### src/rtl/bcd_addsub_seq.sv
// bcd_addsub_seq: sequential packed-BCD adder/subtractor.
// Processes one decimal digit per cycle, least significant digit first.
// Subtraction adds the nine's complement of B plus an initial carry of 1,
// which gives (A - B) mod 10^NDIGITS. In that case a carry out of 1 means no borrow.
//
// Optional feature: define BCD_DIGIT_CHECK_EN to flag latched operand digits
// greater than 9 on out_err. When the macro is undefined, out_err is tied to 0.
//
// Ports:
//   clk, rst              clock, synchronous active-high reset
//   in_valid/in_ready     operand handshake (in_a, in_b, in_sub)
//   in_a, in_b            packed BCD operands, digit 0 in bits [3:0]
//   in_sub                0 = A+B, 1 = A-B
//   out_valid/out_ready   result handshake
//   out_f                 packed BCD result
//   out_carry             add: decimal carry; sub: 1 = no borrow
//   out_err               invalid input digit seen (only with BCD_DIGIT_CHECK_EN)
module bcd_addsub_seq #(
    parameter int unsigned NDIGITS = 4
) (
    input  logic                 clk,
    input  logic                 rst,
    input  logic                 in_valid,
    output logic                 in_ready,
    input  logic [4*NDIGITS-1:0] in_a,
    input  logic [4*NDIGITS-1:0] in_b,
    input  logic                 in_sub,
    output logic                 out_valid,
    input  logic                 out_ready,
    output logic [4*NDIGITS-1:0] out_f,
    output logic                 out_carry,
    output logic                 out_err
);

    localparam int unsigned W  = 4 * NDIGITS;
    localparam int unsigned IW = (NDIGITS > 1) ? $clog2(NDIGITS) : 1;

    typedef enum logic [1:0] {
        IDLE = 2'd0,
        RUN  = 2'd1,
        DONE = 2'd2
    } state_t;

    state_t          state_q, state_d;
    logic [W-1:0]    a_q, a_d;
    logic [W-1:0]    b_q, b_d;
    logic            sub_q, sub_d;
    logic [IW-1:0]   idx_q, idx_d;
    logic            carry_q, carry_d;
    logic [W-1:0]    acc_q, acc_d;
    logic            in_ready_q, in_ready_d;
    logic            out_valid_q, out_valid_d;
    logic [W-1:0]    out_f_q, out_f_d;
    logic            out_carry_q, out_carry_d;

    // Single-digit BCD step on the current least significant operand digits
    logic [3:0]      a_dig, b_dig, b_eff, dig;
    logic [4:0]      sum;
    logic            c_next;
    logic [W-1:0]    acc_next;

    always_comb begin
        a_dig  = a_q[3:0];
        b_dig  = b_q[3:0];
        b_eff  = sub_q ? 4'(4'd9 - b_dig) : b_dig;
        sum    = 5'(a_dig) + 5'(b_eff) + 5'(carry_q);
        if (sum > 5'd9) begin
            dig    = 4'(sum + 5'd6);
            c_next = 1'b1;
        end else begin
            dig    = sum[3:0];
            c_next = 1'b0;
        end
        // Result digits enter at the top and shift down, so digit 0 ends up in [3:0]
        acc_next = (acc_q >> 4) | (W'(dig) << (W - 4));
    end

`ifdef BCD_DIGIT_CHECK_EN
    logic err_acc_q, err_acc_d;
    logic out_err_q, out_err_d;
    logic err_next;

    always_comb begin
        err_next = err_acc_q | (a_dig > 4'd9) | (b_dig > 4'd9);
    end
`endif

    // Next-state and registered-output logic
    always_comb begin
        state_d     = state_q;
        a_d         = a_q;
        b_d         = b_q;
        sub_d       = sub_q;
        idx_d       = idx_q;
        carry_d     = carry_q;
        acc_d       = acc_q;
        out_valid_d = out_valid_q;
        out_f_d     = out_f_q;
        out_carry_d = out_carry_q;
`ifdef BCD_DIGIT_CHECK_EN
        err_acc_d   = err_acc_q;
        out_err_d   = out_err_q;
`endif

        case (state_q)
            IDLE: begin
                if (in_valid) begin
                    a_d       = in_a;
                    b_d       = in_b;
                    sub_d     = in_sub;
                    idx_d     = '0;
                    carry_d   = in_sub;
                    acc_d     = '0;
`ifdef BCD_DIGIT_CHECK_EN
                    err_acc_d = 1'b0;
`endif
                    state_d   = RUN;
                end
            end
            RUN: begin
                a_d     = a_q >> 4;
                b_d     = b_q >> 4;
                carry_d = c_next;
                acc_d   = acc_next;
                idx_d   = idx_q + IW'(1);
`ifdef BCD_DIGIT_CHECK_EN
                err_acc_d = err_next;
`endif
                if (idx_q == IW'(NDIGITS - 1)) begin
                    state_d     = DONE;
                    out_valid_d = 1'b1;
                    out_f_d     = acc_next;
                    out_carry_d = c_next;
`ifdef BCD_DIGIT_CHECK_EN
                    out_err_d   = err_next;
`endif
                end
            end
            DONE: begin
                // Leaving DONE always lands in IDLE, so no accept can happen on this edge
                if (out_ready) begin
                    state_d     = IDLE;
                    out_valid_d = 1'b0;
                    out_f_d     = '0;
                    out_carry_d = 1'b0;
`ifdef BCD_DIGIT_CHECK_EN
                    out_err_d   = 1'b0;
`endif
                end
            end
            default: begin
                state_d = IDLE;
            end
        endcase

        in_ready_d = (state_d == IDLE);
    end

    // State and output registers
    always_ff @(posedge clk) begin
        if (rst) begin
            state_q     <= IDLE;
            a_q         <= '0;
            b_q         <= '0;
            sub_q       <= 1'b0;
            idx_q       <= '0;
            carry_q     <= 1'b0;
            acc_q       <= '0;
            in_ready_q  <= 1'b1;
            out_valid_q <= 1'b0;
            out_f_q     <= '0;
            out_carry_q <= 1'b0;
`ifdef BCD_DIGIT_CHECK_EN
            err_acc_q   <= 1'b0;
            out_err_q   <= 1'b0;
`endif
        end else begin
            state_q     <= state_d;
            a_q         <= a_d;
            b_q         <= b_d;
            sub_q       <= sub_d;
            idx_q       <= idx_d;
            carry_q     <= carry_d;
            acc_q       <= acc_d;
            in_ready_q  <= in_ready_d;
            out_valid_q <= out_valid_d;
            out_f_q     <= out_f_d;
            out_carry_q <= out_carry_d;
`ifdef BCD_DIGIT_CHECK_EN
            err_acc_q   <= err_acc_d;
            out_err_q   <= out_err_d;
`endif
        end
    end

    assign in_ready  = in_ready_q;
    assign out_valid = out_valid_q;
    assign out_f     = out_f_q;
    assign out_carry = out_carry_q;
`ifdef BCD_DIGIT_CHECK_EN
    assign out_err   = out_err_q;
`else
    assign out_err   = 1'b0;
`endif

endmodule

### config.mk
export PLATFORM = sky130hd
export DESIGN_NAME = bcd_addsub_seq
export DESIGN_NICKNAME = d
export VERILOG_FILES = /design/src/rtl/bcd_addsub_seq.sv
export SDC_FILE = /design/constraint.sdc
export NUM_CORES = 1
export LEC_CHECK = 0
export BUFFER_PORTS_ARGS = -buffer_cell sky130_fd_sc_hd__buf_2
export CAP_MARGIN = 0
export CORE_UTILIZATION = 54
export DETAILED_ROUTE_END_ITERATION = 8
export PLACE_DENSITY = 0.78
export RECOVER_POWER = 100
export SLEW_MARGIN = 20
export SYNTH_ARGS = -nofsm -noshare
export SYNTH_HDL_FRONTEND = slang
export SYNTH_SLANG_ARGS = --single-unit
### constraint.sdc
create_clock -name clk -period 2.9 [get_ports clk]
set_clock_uncertainty 0.1 [all_clocks]
set_input_delay 0.58 -clock clk [delete_from_list [all_inputs] [get_ports clk]]
set_output_delay 0.58 -clock clk [all_outputs]
set_load 0.02 [all_outputs]
Word level (Yosys, flattened, before mapping)
Cells that the tools add are included.
- flip-flop bits (word level): 73
- input port bits: 37
- output and inout port bits: 20
- word-level logic and storage cells: 56
- $add $sub $neg: 5
- $lt $le $gt $ge: 1
- eq/ne operators: 6
- multiplexer cells: 25
- bitwise gates (word level): 1
- reduce and logical (&&, ||, !) cells: 7
- operators with widths (cell ; count):
    16-bit one-hot mux with 2 select lines ; 4
    16-bit two-way mux ; 5
    12-bit by 16-bit OR with 16-bit output ; 1
    2-bit two-way mux ; 4
    4-bit two-way mux ; 2
    2-bit != test (second input constant) ; 3
    1-bit one-hot mux with 2 select lines ; 3
    2-bit one-hot mux with 3 select lines ; 1
    4-bit by 4-bit adder with 5-bit output ; 1
    5-bit by 1-bit adder with 5-bit output ; 1
    5-bit by 4-bit > comparator with 1-bit output (second input constant) ; 1
    1-bit two-way mux ; 5
    4-bit by 3-bit adder with 4-bit output (second input constant) ; 1
    2-bit equality test (second input constant) ; 2
    2-bit logical NOT ; 2
    2-bit one-hot mux with 2 select lines ; 1
    2-bit AND reduction ; 2
    2-bit nonzero test ; 2
    4-bit subtractor (first input constant) ; 1
    3-bit AND reduction ; 1
    2-bit by 1-bit adder with 2-bit output (second input constant) ; 1
    2-bit by 1-bit equality test with 1-bit output (second input constant) ; 1

Logic depth before layout (Yosys ltp)
- depth after elaboration: 9
- depth in mapped cells: 11
- depth with buffers taken out: 11

Worst setup path after synthesis
OpenSTA, ideal clock, no wires.
- path type: register to register
- start: register sub_q
- end: register acc_q[14]
- library setup time: 117 ps
- arrival: 2465 ps
- required time: 2683 ps
- path slack: 217 ps
- cell stages (with the launch flop): 12
- path buffers: 1
- clock period less this slack: 2683 ps
- cell sequence: dfxtp_1 > xnor2_1 > fa_1 > inv_1 > fa_1 > buf_2 > inv_1 > ha_1 > a22o_4 > o31ai_4 > mux2i_1 > a32o_2
- cells in the longest elaborated chain, start to end: 7
- elaborated cells between the ends (all ways): 8
- those cells by class: 3 x add/sub; 1 x order compare; 3 x mux; 1 x bitwise
- RTL lines (what ; line ; source):
    start, declared ; 47 ; logic sub_q, sub_d;
    start signal, assigned ; 181 ; sub_q <= sub_d;
    4-bit two-way mux (*) ; 65 ; b_eff = sub_q ? 4'(4'd9 - b_dig) : b_dig;
    4-bit by 4-bit adder with 5-bit output (*) ; 66 ; sum = 5'(a_dig) + 5'(b_eff) + 5'(carry_q);
    5-bit by 1-bit adder with 5-bit output (*) ; 66 ;
    4-bit by 3-bit adder with 4-bit output / 5-bit by 4-bit > comparator with 1-bit output (equally long branches) ; 68, 67 ;
    4-bit two-way mux (*) ; 67 ; if (sum > 5'd9) begin
    12-bit by 16-bit OR with 16-bit output (*) ; 75 ; acc_next = (acc_q >> 4) | (W'(dig) << (W - 4));
    16-bit one-hot mux with 2 select lines (*) ; 105 ; case (state_q)
    end signal, assigned ; 168 ; acc_q <= '0;
    end signal, assigned ; 184 ; acc_q <= acc_d;
    end, declared ; 50 ; logic [W-1:0] acc_q, acc_d;
Mark *: on every way between the ends. The rest lies on a longest branch, timed or not.
A chain may end at the register's enable or synchronous reset.

Worst setup path after layout
- start: register b_q[0]
- end: register acc_q[14]
- cells in the longest elaborated chain, start to end: 8
- elaborated cells between the ends (all ways): 9
- those cells by class: 4 x add/sub; 1 x order compare; 3 x mux; 1 x bitwise
- RTL lines (what ; line ; source):
    start, declared ; 46 ; logic [W-1:0] b_q, b_d;
    start signal, assigned ; 164 ; b_q <= '0;
    start signal, assigned ; 180 ; b_q <= b_d;
    4-bit subtractor ; 65 ;
    4-bit two-way mux (*) ; 65 ;
    4-bit by 4-bit adder with 5-bit output (*) ; 66 ;
    5-bit by 1-bit adder with 5-bit output (*) ; 66 ;
    4-bit by 3-bit adder with 4-bit output / 5-bit by 4-bit > comparator with 1-bit output (equally long branches) ; 68, 67 ;
    4-bit two-way mux (*) ; 67 ;
    12-bit by 16-bit OR with 16-bit output (*) ; 75 ;
    16-bit one-hot mux with 2 select lines (*) ; 105 ;
Marks and branches as above.

==> reports/metrics.yaml <==
syn_area_sq_um: 2950
cp-start-kind: "flop"
most-common-layout-cells: "nor2_1 (68), dfxtp_1 (67), nand2_1 (57)"
wl_met3_microns: 364
cts_setup_buffers: 0
cp.arrival_ns: 2.87
wl_met1_microns: 2900
period_share_pct: 93.9
via_per_inst: 5.59
detail-route-antenna-nets: 0
synth_cells: 344
num_antenna_cells: 0
firstDrtPassIters: 5
synth_top_area_cell: "dfxtp_1"
ir_worst_vdd_mv: 0.339
die_w_microns: 75.9
yosysUniqueCellTypes: 41
vias: 2592
min_path_type: "in -> reg"
final_util_pct: 66.4
layout-drive-gt1-share_pct: 18.3
htree_levels: 3
rr_endpoint: "acc_q[14]"
die_area_sq_um: 5760
place_congestion: 0.792
clk_pin_slew_ns: 0.08
cts.sinks: 69
grt_max_degree: 33
wl_microns: 6420
track_usage_pct: 23.6
synthArstFlopShare_pct: 0
numCtsBuffers: 9
critPathKind: "reg -> reg"
post_drt_wl_per_cell_microns: 13.8
synth_edf_count: 0
synthDominantCellAreaShare_pct: 46.8
ys_seq_area_share_pct: 46.8
fmax_mhz: 367
cts_root_buffer: "clkbuf_8"
area_growth_pct: 16.4
overflow: 0
min_delay_worst_endpoint: "b_q[13]"
cp_max_fo: 5
cp-end-kind: "flop"
drv_cap: 0
worst_pin_slew_ns: 1.31
slew_violations: 0
synth_area_per_cell_sq_um: 8.57
regToRegSetupSlack_ns: 0.18
finalCriticalPeriod_ns: 2.72
required_ns: 3.05
reg2regPathDepth: 10
synth_nets: 389
r2r-start: "b_q[0]"
rows: 26
p_leak_uw: 0.00139
clockBufferDepth: 2
drt_iter0_drc: 199
fin_tns_setup_ns: 0
met2WireLength_microns: 3080
die_h_microns: 75.9
clock_latency_ns: 0.35
hold_start: "in_b[13]"
holdPathStages: 3
top_layer_used: "met4"
drt_drc_violations_left: 0
setup_violations: 0
antenna_found_initial: 0
synth_area_leaders: "dfxtp_1 (47%), nor2_1 (8.8%), a22oi_1 (7.6%)"
hold_viol: 0
grt_first_pass_wirelength_microns: 10900
initial_core_util_pct: 57.0
rsz0062_at_grt: "false"
slew_headroom_pct: 12.4
core_area_sq_um: 5170
status: "completed"
grt_pass1_vias: 2352
ys_ff_latch: 69
ios: 57
cts_resized: 0
final_common_cell: "nor2_1"
ys_warn_count: 0
cts_tree: "built"
hpwl_microns: 4450
nets: 434
io_buffers: 55
p_per_area_nw_per_um2: 636
cts-hold-fix-buffers: 0
ys.flop_type: "dfxtp_1"
## flip-flops by register name (all words and copies together), names as in the netlist
register	cells
out_f	16
acc_q	12
carry_q	1
state_q	2
a_q	16
idx_q	2
out_carry	1
sub_q	1
b_q	16
out_valid	1
in_ready	1
## area by class of cell
| class | count | area (sq um) |
|---|---|---|
| inverter | 7 | 26.3 |
| timing repair buffer | 62 | 302 |
| clock buffer | 10 | 138 |
| clock inverter | 6 | 62.6 |
| tap | 70 | 87.6 |
| fill | 444 | 1740 |
| sequential | 69 | 1380 |
| multi-input combinational | 240 | 1430 |
## per-layer routing
metal | vias to the layer above | global-route usage [%]
li1 | 1292 | -
met1 | 1224 | 33.2
met2 | 67 | 35.3
met3 | 9 | 4.10
met4 | 0 | 11.2
met5 | - | 0
## worst max-delay path, cell delays in order, from the launching register on
cell,delay (ns)
dfxtp_1,0.40
xnor2_2,0.14
fa_1,0.20
inv_1,0.06
fa_1,0.40
xnor2_1,0.20
ha_2,0.24
a22o_4,0.27
o31ai_4,0.22
mux2i_1,0.13
a32o_2,0.28
## synth_stat cells (3+ instances only)
cell,instances
inv_1,7
nand2_1,57
ha_1,6
a21oi_1,9
mux2i_1,4
dfxtp_1,69
buf_2,9
clkbuf_1,15
nor3_1,3
buf_1,3
a311oi_1,24
a22oi_1,30
nor2_1,69
xnor2_1,3
## cells by family after synthesis
logic type	share of synthesized area, %
AND/OR/NAND/NOR	20.5
AO/OA/AOI/OAI	21.4
flip-flops	46.8
buffers and inverters	4.96
adder cells (fa/ha/maj)	3.90
multiplexers	1.36
XOR/XNOR	0.891
other	0.127
## worst max path at each step
stage,endpoint,slack (ns),depth (start not counted),start
2_1_floorplan,acc_q[14],0.22,11,sub_q
3_3_place_gp,acc_q[14],0.18,11,b_q[1]
3_5_place_dp,acc_q[14],0.10,10,sub_q
4_1_cts,acc_q[14],0.07,10,sub_q
5_1_grt,acc_q[14],0.01,10,sub_q
6_report,acc_q[14],0.18,10,b_q[0]
## power breakdown
part / leakage (uW) / total, uW / switching, uW / internal [uW]
Clock: 0.0000943 / 784 / 367 / 417
Sequential: 0.000565 / 1040 / 36.4 / 1000
Combinational: 0.000726 / 363 / 207 / 157
## through the flow
stage / hold WS [ns] / worst slack (ns) / instances / power, uW / cell area [sq um]
2_1_floorplan: 0.344 / 0.217 / 344 / 1320 / 2950
4_1_cts: 0.361 / 0.0726 / 464 / 2190 / 3450
5_1_grt: 0.385 / 0.0148 / 464 / 2290 / 3430
3_3_place_gp: 0.354 / 0.175 / 448 / 1400 / 3250
3_5_place_dp: 0.365 / 0.101 / 448 / 1420 / 3250
6_report: 0.366 / 0.177 / 464 / 2180 / 3430
(Power assumes the default switching activity.)
